### config.mk
export PLATFORM = sky130hd
export DESIGN_NAME = clock_gen_rst_seq_flat
export DESIGN_NICKNAME = d
export VERILOG_FILES = /design/src/rtl/clock_gen_rst_seq_pkg.sv /design/src/rtl/clock_gen_rst_seq_if.sv /design/src/rtl/clock_gen_rst_seq_sync.sv /design/src/rtl/clock_gen_rst_seq.sv /design/src/flat_wrapper.sv
export SDC_FILE = /design/constraint.sdc
export NUM_CORES = 1
export LEC_CHECK = 0
export CORE_UTILIZATION = 53
export DETAILED_ROUTE_END_ITERATION = 10
export PLACE_DENSITY = 0.77
export RECOVER_POWER = 100
export SETUP_SLACK_MARGIN = 0.02
export SYNTH_ARGS = -nofsm -noshare
export SYNTH_HDL_FRONTEND = slang
export SYNTH_SLANG_ARGS = --single-unit
### constraint.sdc
create_clock -name i_clk -period 2.4 [get_ports i_clk]
set_clock_uncertainty 0.15 [all_clocks]
set_input_delay 0.24 -clock i_clk [delete_from_list [all_inputs] [get_ports i_clk]]
set_output_delay 0.24 -clock i_clk [all_outputs]
set_load 0.02 [all_outputs]
### src/rtl/clock_gen_rst_seq_pkg.sv
// Shared types and helpers for the clock generator reset sequencer.
package clock_gen_pkg;

    typedef enum logic [1:0] {
        WAIT_LOCK = 2'd0,
        HOLD      = 2'd1,
        RELEASE   = 2'd2,
        RUN       = 2'd3
    } seq_state_t;

    // Bits needed for a counter that runs 0..n-1 (never less than one bit).
    function automatic int cnt_w(input int n);
        return (n <= 2) ? 1 : $clog2(n);
    endfunction

endpackage

### src/rtl/clock_gen_rst_seq_if.sv
// PLL-lock / reset-channel bundle between the sequencer and its environment.
interface clock_gen_rst_seq_if #(
    parameter int NUM_RST = 2,
    parameter int CNT_W   = 8
);
    logic               i_locked;
    logic [NUM_RST-1:0] o_rst;
    logic               o_ready;
    logic [CNT_W-1:0]   o_loss_cnt;
    logic               o_pll_areset;

    modport master (output i_locked, input o_rst, input o_ready, input o_loss_cnt, input o_pll_areset);
    modport slave  (input i_locked, output o_rst, output o_ready, output o_loss_cnt, output o_pll_areset);
endinterface

### src/rtl/clock_gen_rst_seq_sync.sv
// Generic two-flop synchroniser with synchronous active-high reset.
module cdc_sync2 (
    input  logic clk,
    input  logic rst,
    input  logic d,
    output logic q
);
    logic meta;

    // Two-stage capture of the asynchronous input.
    always_ff @(posedge clk) begin
        if (rst) begin
            meta <= 1'b0;
            q    <= 1'b0;
        end else begin
            meta <= d;
            q    <= meta;
        end
    end
endmodule

### src/rtl/clock_gen_rst_seq.sv
// Reset sequencer: qualifies PLL lock, releases NUM_RST reset channels in
// staggered order, and re-asserts all of them on a filtered lock loss.
// Optional macro PLL_WATCHDOG_EN adds a PLL re-reset watchdog in WAIT_LOCK.
//
//   state     | meaning
//   WAIT_LOCK | all resets held, waiting for synchronised lock
//   HOLD      | lock seen, counting continuous lock cycles
//   RELEASE   | o_rst[0] released, remaining channels released every STAGGER
//   RUN       | all channels released, o_ready high
module clock_gen_rst_seq
    import clock_gen_pkg::*;
#(
    parameter int NUM_RST     = 2,
    parameter int HOLD_CYCLES = 512,
    parameter int STAGGER     = 16,
    parameter int LOSS_FILT   = 4,
    parameter int CNT_W       = 8,
    parameter int WD_CYCLES   = 65536,
    parameter int AR_CYCLES   = 8
) (
    input  logic                i_clk,
    input  logic                i_rst,
    clock_gen_rst_seq_if.slave  bus
);
    localparam int HW = cnt_w(HOLD_CYCLES);
    localparam int SW = cnt_w(STAGGER);
    localparam int FW = cnt_w(LOSS_FILT);
    localparam int RW = cnt_w(NUM_RST);

    // hold_cnt reaches HOLD_CYCLES-1 on the release edge, so compare one below.
    localparam logic [HW-1:0]    HOLD_LAST = HW'((HOLD_CYCLES >= 2) ? HOLD_CYCLES - 2 : 0);
    localparam logic [SW-1:0]    STG_LAST  = SW'(STAGGER - 1);
    localparam logic [FW-1:0]    FILT_LAST = FW'(LOSS_FILT - 1);
    localparam logic [RW-1:0]    REL_LAST  = RW'(NUM_RST - 1);
    localparam logic [CNT_W-1:0] LOSS_MAX  = '1;
    localparam seq_state_t       REL_TGT   = (NUM_RST == 1) ? RUN : RELEASE;

    seq_state_t         state, state_nxt;
    logic               lock_s;
    logic [HW-1:0]      hold_cnt;
    logic [SW-1:0]      stg_cnt;
    logic [FW-1:0]      filt_cnt;
    logic [RW-1:0]      rel_cnt;
    logic [CNT_W-1:0]   loss_cnt;
    logic               loss_hit;
    logic               in_rel_run;
    logic [NUM_RST-1:0] rst_vec;

    cdc_sync2 u_lock_sync (
        .clk (i_clk),
        .rst (i_rst),
        .d   (bus.i_locked),
        .q   (lock_s)
    );

    assign in_rel_run = (state == RELEASE) || (state == RUN);
    assign loss_hit   = in_rel_run && !lock_s && (filt_cnt == FILT_LAST);

    // State register.
    always_ff @(posedge i_clk) begin
        if (i_rst) state <= WAIT_LOCK;
        else       state <= state_nxt;
    end

    // Next-state decode.
    always_comb begin
        state_nxt = state;
        case (state)
            WAIT_LOCK: if (lock_s) state_nxt = (HOLD_CYCLES == 1) ? REL_TGT : HOLD;
            HOLD: begin
                if (!lock_s)                    state_nxt = WAIT_LOCK;
                else if (hold_cnt == HOLD_LAST) state_nxt = REL_TGT;
            end
            RELEASE: begin
                if (loss_hit)                                          state_nxt = WAIT_LOCK;
                else if ((stg_cnt == STG_LAST) && (rel_cnt == REL_LAST)) state_nxt = RUN;
            end
            RUN: if (loss_hit) state_nxt = WAIT_LOCK;
            default: state_nxt = WAIT_LOCK;
        endcase
    end

    // Output decode: rel_cnt is the number of channels already released.
    always_comb begin
        rst_vec = '1;
        case (state)
            RELEASE: for (int k = 0; k < NUM_RST; k++) rst_vec[k] = (k >= int'(rel_cnt));
            RUN:     rst_vec = '0;
            default: rst_vec = '1;
        endcase
    end

    // Hold, stagger, loss-filter and loss-event counters.
    always_ff @(posedge i_clk) begin
        if (i_rst) begin
            hold_cnt <= '0;
            stg_cnt  <= '0;
            filt_cnt <= '0;
            rel_cnt  <= '0;
            loss_cnt <= '0;
        end else begin
            hold_cnt <= (state == HOLD && lock_s) ? hold_cnt + 1'b1 : '0;
            stg_cnt  <= (state == RELEASE && stg_cnt != STG_LAST) ? stg_cnt + 1'b1 : '0;
            filt_cnt <= (in_rel_run && !lock_s && filt_cnt != FILT_LAST) ? filt_cnt + 1'b1 : '0;
            if (state != RELEASE)        rel_cnt <= RW'(1);
            else if (stg_cnt == STG_LAST) rel_cnt <= rel_cnt + 1'b1;
            if (loss_hit && loss_cnt != LOSS_MAX) loss_cnt <= loss_cnt + 1'b1;
        end
    end

`ifdef PLL_WATCHDOG_EN
    localparam int WW = cnt_w(WD_CYCLES);
    localparam int AW = cnt_w(AR_CYCLES);
    localparam logic [WW-1:0] WD_LAST = WW'(WD_CYCLES - 1);
    localparam logic [AW-1:0] AR_LAST = AW'(AR_CYCLES - 1);

    logic [WW-1:0] wd_cnt;
    logic [AW-1:0] ar_cnt;
    logic          ar_pulse;

    // Watchdog: after WD_CYCLES without lock, pulse PLL reset for AR_CYCLES.
    always_ff @(posedge i_clk) begin
        if (i_rst || lock_s || state != WAIT_LOCK) begin
            wd_cnt   <= '0;
            ar_cnt   <= '0;
            ar_pulse <= 1'b0;
        end else if (ar_pulse) begin
            if (ar_cnt == AR_LAST) begin
                ar_pulse <= 1'b0;
                ar_cnt   <= '0;
            end else begin
                ar_cnt <= ar_cnt + 1'b1;
            end
        end else if (wd_cnt == WD_LAST) begin
            ar_pulse <= 1'b1;
            wd_cnt   <= '0;
        end else begin
            wd_cnt <= wd_cnt + 1'b1;
        end
    end

    assign bus.o_pll_areset = ar_pulse;
`else
    logic unused_wd;
    assign unused_wd        = WD_CYCLES[0] ^ AR_CYCLES[0];
    assign bus.o_pll_areset = 1'b0;
`endif

    assign bus.o_rst      = rst_vec;
    assign bus.o_ready    = (state == RUN);
    assign bus.o_loss_cnt = loss_cnt;

endmodule

### src/flat_wrapper.sv
// flat-port wrapper written by rule: the top's interface ports become plain ports
module clock_gen_rst_seq_flat import clock_gen_pkg::*;
#(
    parameter int NUM_RST     = 2,
    parameter int HOLD_CYCLES = 512,
    parameter int STAGGER     = 16,
    parameter int LOSS_FILT   = 4,
    parameter int CNT_W       = 8,
    parameter int WD_CYCLES   = 65536,
    parameter int AR_CYCLES   = 8
)
  (i_clk, i_rst, bus_i_locked, bus_o_rst, bus_o_ready, bus_o_loss_cnt, bus_o_pll_areset);
  clock_gen_rst_seq_if #(.NUM_RST(NUM_RST), .CNT_W(CNT_W)) bus_i ();
  input  logic i_clk;
  input  logic i_rst;
  input wire logic [$bits(bus_i.i_locked)-1:0] bus_i_locked;
  output wire logic [$bits(bus_i.o_rst)-1:0] bus_o_rst;
  output wire logic [$bits(bus_i.o_ready)-1:0] bus_o_ready;
  output wire logic [$bits(bus_i.o_loss_cnt)-1:0] bus_o_loss_cnt;
  output wire logic [$bits(bus_i.o_pll_areset)-1:0] bus_o_pll_areset;
  assign bus_i.i_locked = bus_i_locked;
  assign bus_o_rst = bus_i.o_rst;
  assign bus_o_ready = bus_i.o_ready;
  assign bus_o_loss_cnt = bus_i.o_loss_cnt;
  assign bus_o_pll_areset = bus_i.o_pll_areset;
  clock_gen_rst_seq #(.NUM_RST(NUM_RST), .HOLD_CYCLES(HOLD_CYCLES), .STAGGER(STAGGER), .LOSS_FILT(LOSS_FILT), .CNT_W(CNT_W), .WD_CYCLES(WD_CYCLES), .AR_CYCLES(AR_CYCLES)) u_core (.i_clk(i_clk), .i_rst(i_rst), .bus(bus_i));
endmodule
==> results of run 1 <==
-- layer usage --
layer / vias up / wire, um
met5: - / 0
met2: 9 / 1090
met3: 2 / 37
li1: 479 / -
met1: 450 / 959
met4: 0 / 19
-- through the flow --
| stage | hold slack [ps] | instance area (um2) | worst slack [ps] |
|---|---|---|---|
| floorplan | 218 | 1200 | 524 |
| global placement | 262 | 1350 | 594 |
| detailed placement | 281 | 1350 | 558 |
| CTS | 314 | 1380 | 395 |
| global route | 331 | 1350 | 308 |
| finish | 310 | 1350 | 392 |
-- Yosys cell counts --
cell / count
a2111oi_0: 1
a211oi_1: 1
a21boi_0: 1
a21o_4: 1
a21oi_1: 8
a31oi_1: 1
and2_2: 1
and3_1: 3
and4_1: 1
buf_4: 1
clkbuf_1: 2
conb_1: 1
dfxtp_1: 28
ha_1: 5
inv_1: 7
mux2i_1: 1
nand2_1: 4
nand3_1: 9
nand3b_4: 1
nand4_1: 2
nor2_1: 17
nor2b_1: 2
nor4_1: 1
nor4b_1: 2
o21ai_0: 6
o31ai_1: 2
o32ai_1: 1
or2b_1: 1
or3_1: 4
or3_2: 1
or4_1: 1
or4_2: 1
xnor2_1: 6
xor2_1: 5
-- final cells by class --
cell class / count / area (um2)
Inverter: 7 / 26.3
Multi-Input combinational cell: 91 / 576
Sequential cell: 28 / 561
Timing Repair Buffer: 14 / 134
Fill cell: 183 / 689
Tap cell: 27 / 33.8
Clock buffer: 3 / 22.5
-- sequential cells by signal, summed over array words and instances, names as in the netlist --
| signal | count |
|---|---|
| u_core.hold_cnt | 9 |
| u_core.bus.o_loss_cnt | 8 |
| u_core.stg_cnt | 4 |
| u_core.filt_cnt | 2 |
| u_core.state | 2 |
| u_core.rel_cnt | 1 |
| u_core.u_lock_sync.meta | 1 |
| u_core.u_lock_sync.q | 1 |
-- power groups by stage --
stage / logic [mW] / registers (mW) / clock network [mW]
finish: 0.0131 / 0.470 / 0.183
detailed placement: 0.0145 / 0.481 / 0
CTS: 0.0146 / 0.471 / 0.192
floorplan: 0.0104 / 0.480 / 0
global placement: 0.0140 / 0.481 / 0
global route: 0.0145 / 0.471 / 0.209
-- logic make-up (layout without fill, tap and decap cells) --
logic type                 after synthesis  in the layout  share of synthesized area, %
muxes                                    1              1                         0.836
xor gates and xnor gates                11             11                          8.05
buffers and inverters                   10             24                          3.45
adders and majority gates                5              5                          5.22
AOI/OAI and AO/OA                       22             22                          11.6
DFF                                     28             28                          46.8
other                                    1              1                         0.313
and+or+nand+nor                         51             51                          23.7
-- path summary, 6_finish.rpt --
kind	from	end	slack, ps
worst max register to register	u_core.bus.o_loss_cnt[0]	u_core.bus.o_loss_cnt[5]	510
worst min register to register	u_core.filt_cnt[0]	u_core.filt_cnt[0]	310
worst max-delay path	u_core.state[1]	bus_o_rst[1]	390
worst min-delay path	u_core.filt_cnt[0]	u_core.filt_cnt[0]	310
-- critical path, stage by stage (launching register included) --
cell and delay [ps]:
dfxtp_1 460, and2_2 180, inv_1 30, dlygate4sd3_1 630
==> flow_summary.yaml, run 1 <==
run_status:
  run_status: "finished, final reports clean"
timing:
  final_period_demand_of_the_worst_path_ps: 2010
  setup_viol_count_final: 0
  totalNegativeSetupSlack_ps: 0
  finalCritPeriodShare_pct: 83.7
  timing.max_slew.rel_slack_pct: 65.0
  rsz_0062_raised_after_global_routing: "false"
  timing.final.max_slew_violations: 0
  timing.fmax_mhz: 498
  finalHoldViolations: 0
  max_slew.worst_pin.slew_ps: 512
cells_and_area:
  finalCoreUtilization_pct: 66.2
  post_layout_nonfiller_instances: 170
  diodes: 0
  areaGrowthSynthToFinish_pct: 13.0
  drive_gt1_share_pct: 4.20
  design.final.nets: 153
  most_frequent_cells_in_the_layout: "28 x dfxtp_1, 17 x nor2_1, 12 x dlygate4sd3_1, 9 x nand3_1, 8 x a21oi_1"
  layout_commonest_cell: "dfxtp_1"
place:
  post-dp-hpwl_mm: 1.60
  port_buffers: 13
  dp.cells: 167
  gp_congestion: 0.740
clock_network:
  cts.repair_timing.setup_buffer_count: 0
  cts.hold.buffers_added: 0
  cts_made_buffers: 3
  ctsHtreeMaxLevel: 1
  clock_tree.root_cell: "clkbuf_4"
  number_of_clock_sinks: 28
  tritoncts: "done"
  clkLatencyLatePin_ps: 310
  cts.path.max_buffers: 2
  cts.repair.resized: 0
  clk_pin_slew_ps: 140
yosys:
  yosysSeqAreaShare_pct: 46.8
  yosysWarningCount: 0
  post-synth-top-area-fraction_pct: 46.8
  synth_seq_cells: 28
  synth_area_per_inst_um2: 9.28
  ys_types: 34
  synth.net_count: 137
  post_synth_inst_count: 129
  synthesis.area_um2: 1200
  synth_area_leader_cell: "dfxtp_1"
  yosys-top-cells-area: "dfxtp_1 47%, nor2_1 5.3%, ha_1 5.2%, xnor2_1 4.4%, nand3_1 3.8%"
die:
  core_um2: 2040
  io-pin-count: 15
  placementRows: 16
  dieWidth_um: 49.5
  die-height_um: 49.5
  die_area_um2: 2450
  start_util_pct: 58.6
pwr:
  p_per_area_nw_per_um2: 493
  switching_power_mw: 0.134
  worst_ir_drop_vdd_v: 0.000393
  swShare_pct: 20.2
  comb_power_share_pct: 2.0
  power.internal_mw: 0.532
  totalPowerFinal_mw: 0.666
  static-leakage-power_nw: 0.488
  sequentialPowerShare_pct: 70.6
  clockPowerShare_pct: 27.4
route:
  drt_first_pass_iters: 2
  routed_wirelength_mm: 2.11
  drtIter0Drc: 7
  detail_route.vias_per_cell: 5.53
  drc_errors: 0
  routed_wire_length_per_instance_um: 12.4
  route.vias.total: 940
  drtAntennaViolNets: 0
global_route:
  met2_layer_usage_reported_by_global_route_pct: 37.4
  first_global_vias: 893
  total_routing_resource_utilization_after_global_routing_pct: 20.2
  maximum_number_of_pins_on_one_net_before_global_route_repair: 15
  antenna_violations_before_repair: 0
  grt_first_pass_wirelength_mm: 3.76
  grtUsageMet3_pct: 3.70
  overflow: 0
  globalRouteMet1Util_pct: 22.0
  most_used_layer_global_route: "met2"
critical_path:
  timing.critical_path.required_ps: 2010
  reg2reg_depth: 5
  path_class: "reg2out"
  setup.worst_path.start_class: "flip-flop"
  setup.worst_path.end_class: "output pin"
  largest_fanout_on_the_critical_path: 8
  arrival_ps: 1620
min_path:
  timing.hold.worst.class: "reg2reg"
  min_delay_path_depth: 1
run:
  max_cap_violations: 0
No activity file was read; power rests on OpenSTA's default activity.
==> run 2: changes to the inputs <==
clock period = 2 ns   (was 2.4 ns; I/O delays follow)
==> run 2 against run 1 <==
  * Final area is 2.6% higher
  * Utilization up 1.7 points
  * Total power up 27%
  * Sequential share of layout area decreased by 0.96 points
  * Clock-buffer cell count increased by 1
  * Die area stayed put
  * Non-clock buffer count unchanged
  * Register-to-register slack got worse by 390 ps
  * Sequential cell count unchanged
  * Global-route usage shrank 1.7 points
  * Final cell count grew 0.59%
  * Sequential power grew 20%
  * Critical endpoint unchanged
  * Largest cell class unchanged
  * Highest routed layer unchanged
==> flow_summary.yaml, run 2 (synthesis results as in run 1) <==
cells_and_area:
  areaGrowthSynthToFinish_pct: 15.9
  design.final.nets: 153
  finalCoreUtilization_pct: 68.0
  layout_commonest_cell: "dfxtp_1"
  drive_gt1_share_pct: 6.94
  diodes: 0
  most_frequent_cells_in_the_layout: "27 x dfxtp_1, 17 x nor2_1, 10 x dlygate4sd3_1, 9 x nand3_1, 8 x a21oi_1"
  top_register_by_number_of_flip_flops: "u_core.hold_cnt"
  largest_reg_flops: 9
  post_layout_nonfiller_instances: 171
  filler_cell_count: 172
die:
  die_area_um2: 2450
  placementRows: 16
  dieWidth_um: 49.5
  io-pin-count: 15
  start_util_pct: 58.6
  die-height_um: 49.5
  core_um2: 2040
min_path:
  timing.hold.worst.class: "in2reg"
  min_delay_path_depth: 2
place:
  gp_congestion: 0.741
  port_buffers: 13
  dp.cells: 167
  post-dp-hpwl_mm: 1.57
global_route:
  grt_first_pass_wirelength_mm: 3.51
  antenna_violations_before_repair: 0
  overflow: 0
  met2_layer_usage_reported_by_global_route_pct: 33.3
  globalRouteMet1Util_pct: 21.0
  first_global_vias: 845
  most_used_layer_global_route: "met2"
  maximum_number_of_pins_on_one_net_before_global_route_repair: 16
  grtUsageMet3_pct: 4.01
  total_routing_resource_utilization_after_global_routing_pct: 18.4
timing:
  final_period_demand_of_the_worst_path_ps: 1900
  setup_viol_count_final: 0
  finalCritPeriodShare_pct: 95.1
  fin_worst_hold_slack_ps: 272
  timing.fmax_mhz: 526
  rsz_0062_raised_after_global_routing: "false"
  max_slew.worst_pin.slew_ps: 503
  finalHoldViolations: 0
  totalNegativeSetupSlack_ps: 0
  timing.max_slew.rel_slack_pct: 65.6
  timing.final.max_slew_violations: 0
route:
  drtIter0Drc: 12
  routed_wire_length_per_instance_um: 12.3
  drt_first_pass_iters: 4
  route.vias.total: 938
  detail_route.vias_per_cell: 5.49
  routed_wirelength_mm: 2.10
  drtAntennaViolNets: 0
  drc_errors: 0
clock_network:
  clkLatencyLatePin_ps: 320
  ctsHtreeMaxLevel: 1
  cts.path.max_buffers: 2
  cts_made_buffers: 3
  number_of_clock_sinks: 28
  tritoncts: "done"
  clock_tree.root_cell: "clkbuf_4"
  cts.hold.buffers_added: 0
  cts.repair_timing.setup_buffer_count: 0
  clk_pin_slew_ps: 140
critical_path:
  critical-path-top-delay-family: "buffers and inverters"
  path_class: "reg2out"
  timing.critical_path.cells: "and2_2, inv_1, clkdlybuf4s50_1"
  reg2reg_depth: 5
  critPathBufInv: 2
  timing.critical_path.required_ps: 1650
  setup.worst_path.end_class: "output pin"
  crit_path_max_incr_delay_ps: 590
  cp.depth: 3
  arrival_ps: 1550
  setup.worst_path.start_class: "flip-flop"
  largest_fanout_on_the_critical_path: 8
  reg2reg_slack_ps: 120
  crit_path_top_delay_cell: "clkdlybuf4s50_1"
run:
  max_cap_violations: 0
run_status:
  run_status: "finished, final reports clean"
pwr:
  p_per_area_nw_per_um2: 612
  worst_ir_drop_vdd_v: 0.000510
  static-leakage-power_nw: 0.536
  totalPowerFinal_mw: 0.849
[run 2: area by class of cell]
class                   count  area [um2]  area share [%]
flip-flops and latches     28         562            40.5
inverters                   7        26.3            1.89
well taps                  27        33.8            2.43
clock buffers               4        36.3            2.61
repair buffers             14         134            9.65
multi-input cells          91         596            42.9
[run 2: repair_timing]
action	4_1_cts	5_1_grt
hold endpoints to repair	0	0
resized for setup	0	1
endpoints found under the setup margin	0	2
[run 2: where the power goes]
group | switching, mW | internal, mW | total (mW)
combinational | 0.00914 | 0.00693 | 0.0161
sequential | 0.00320 | 0.562 | 0.565
clock | 0.157 | 0.111 | 0.268
total | 0.169 | 0.680 | 0.849
[run 2: final timing paths]
check	start	to
hold reg to reg	u_core.filt_cnt[0]	u_core.filt_cnt[0]
setup / recovery	u_core.state[1]	bus_o_rst[1]
hold / removal	bus_i_locked	u_core.u_lock_sync.meta
setup reg to reg	u_core.bus.o_loss_cnt[0]	u_core.bus.o_loss_cnt[5]
[run 2: routing by layer]
metal | routed length (um) | vias to the layer above
met4 | 13 | 0
met5 | 0 | -
met1 | 936 | 447
met2 | 1100 | 13
met3 | 56 | 2
li1 | - | 476
[run 2: stage by stage]
step,instance area [um2],setup WS [ps]
floorplan,1200,124
global placement,1350,194
detailed placement,1350,149
CTS,1390,34.4
global route,1390,32.3
finish,1390,97.3
[run 2: worst register-to-register path, stage by stage (launching register included)]
cell	delay, ps
dfxtp_1	360
ha_1	230
and3_1	220
a21o_4	250
or4_1	470
a21oi_1	140
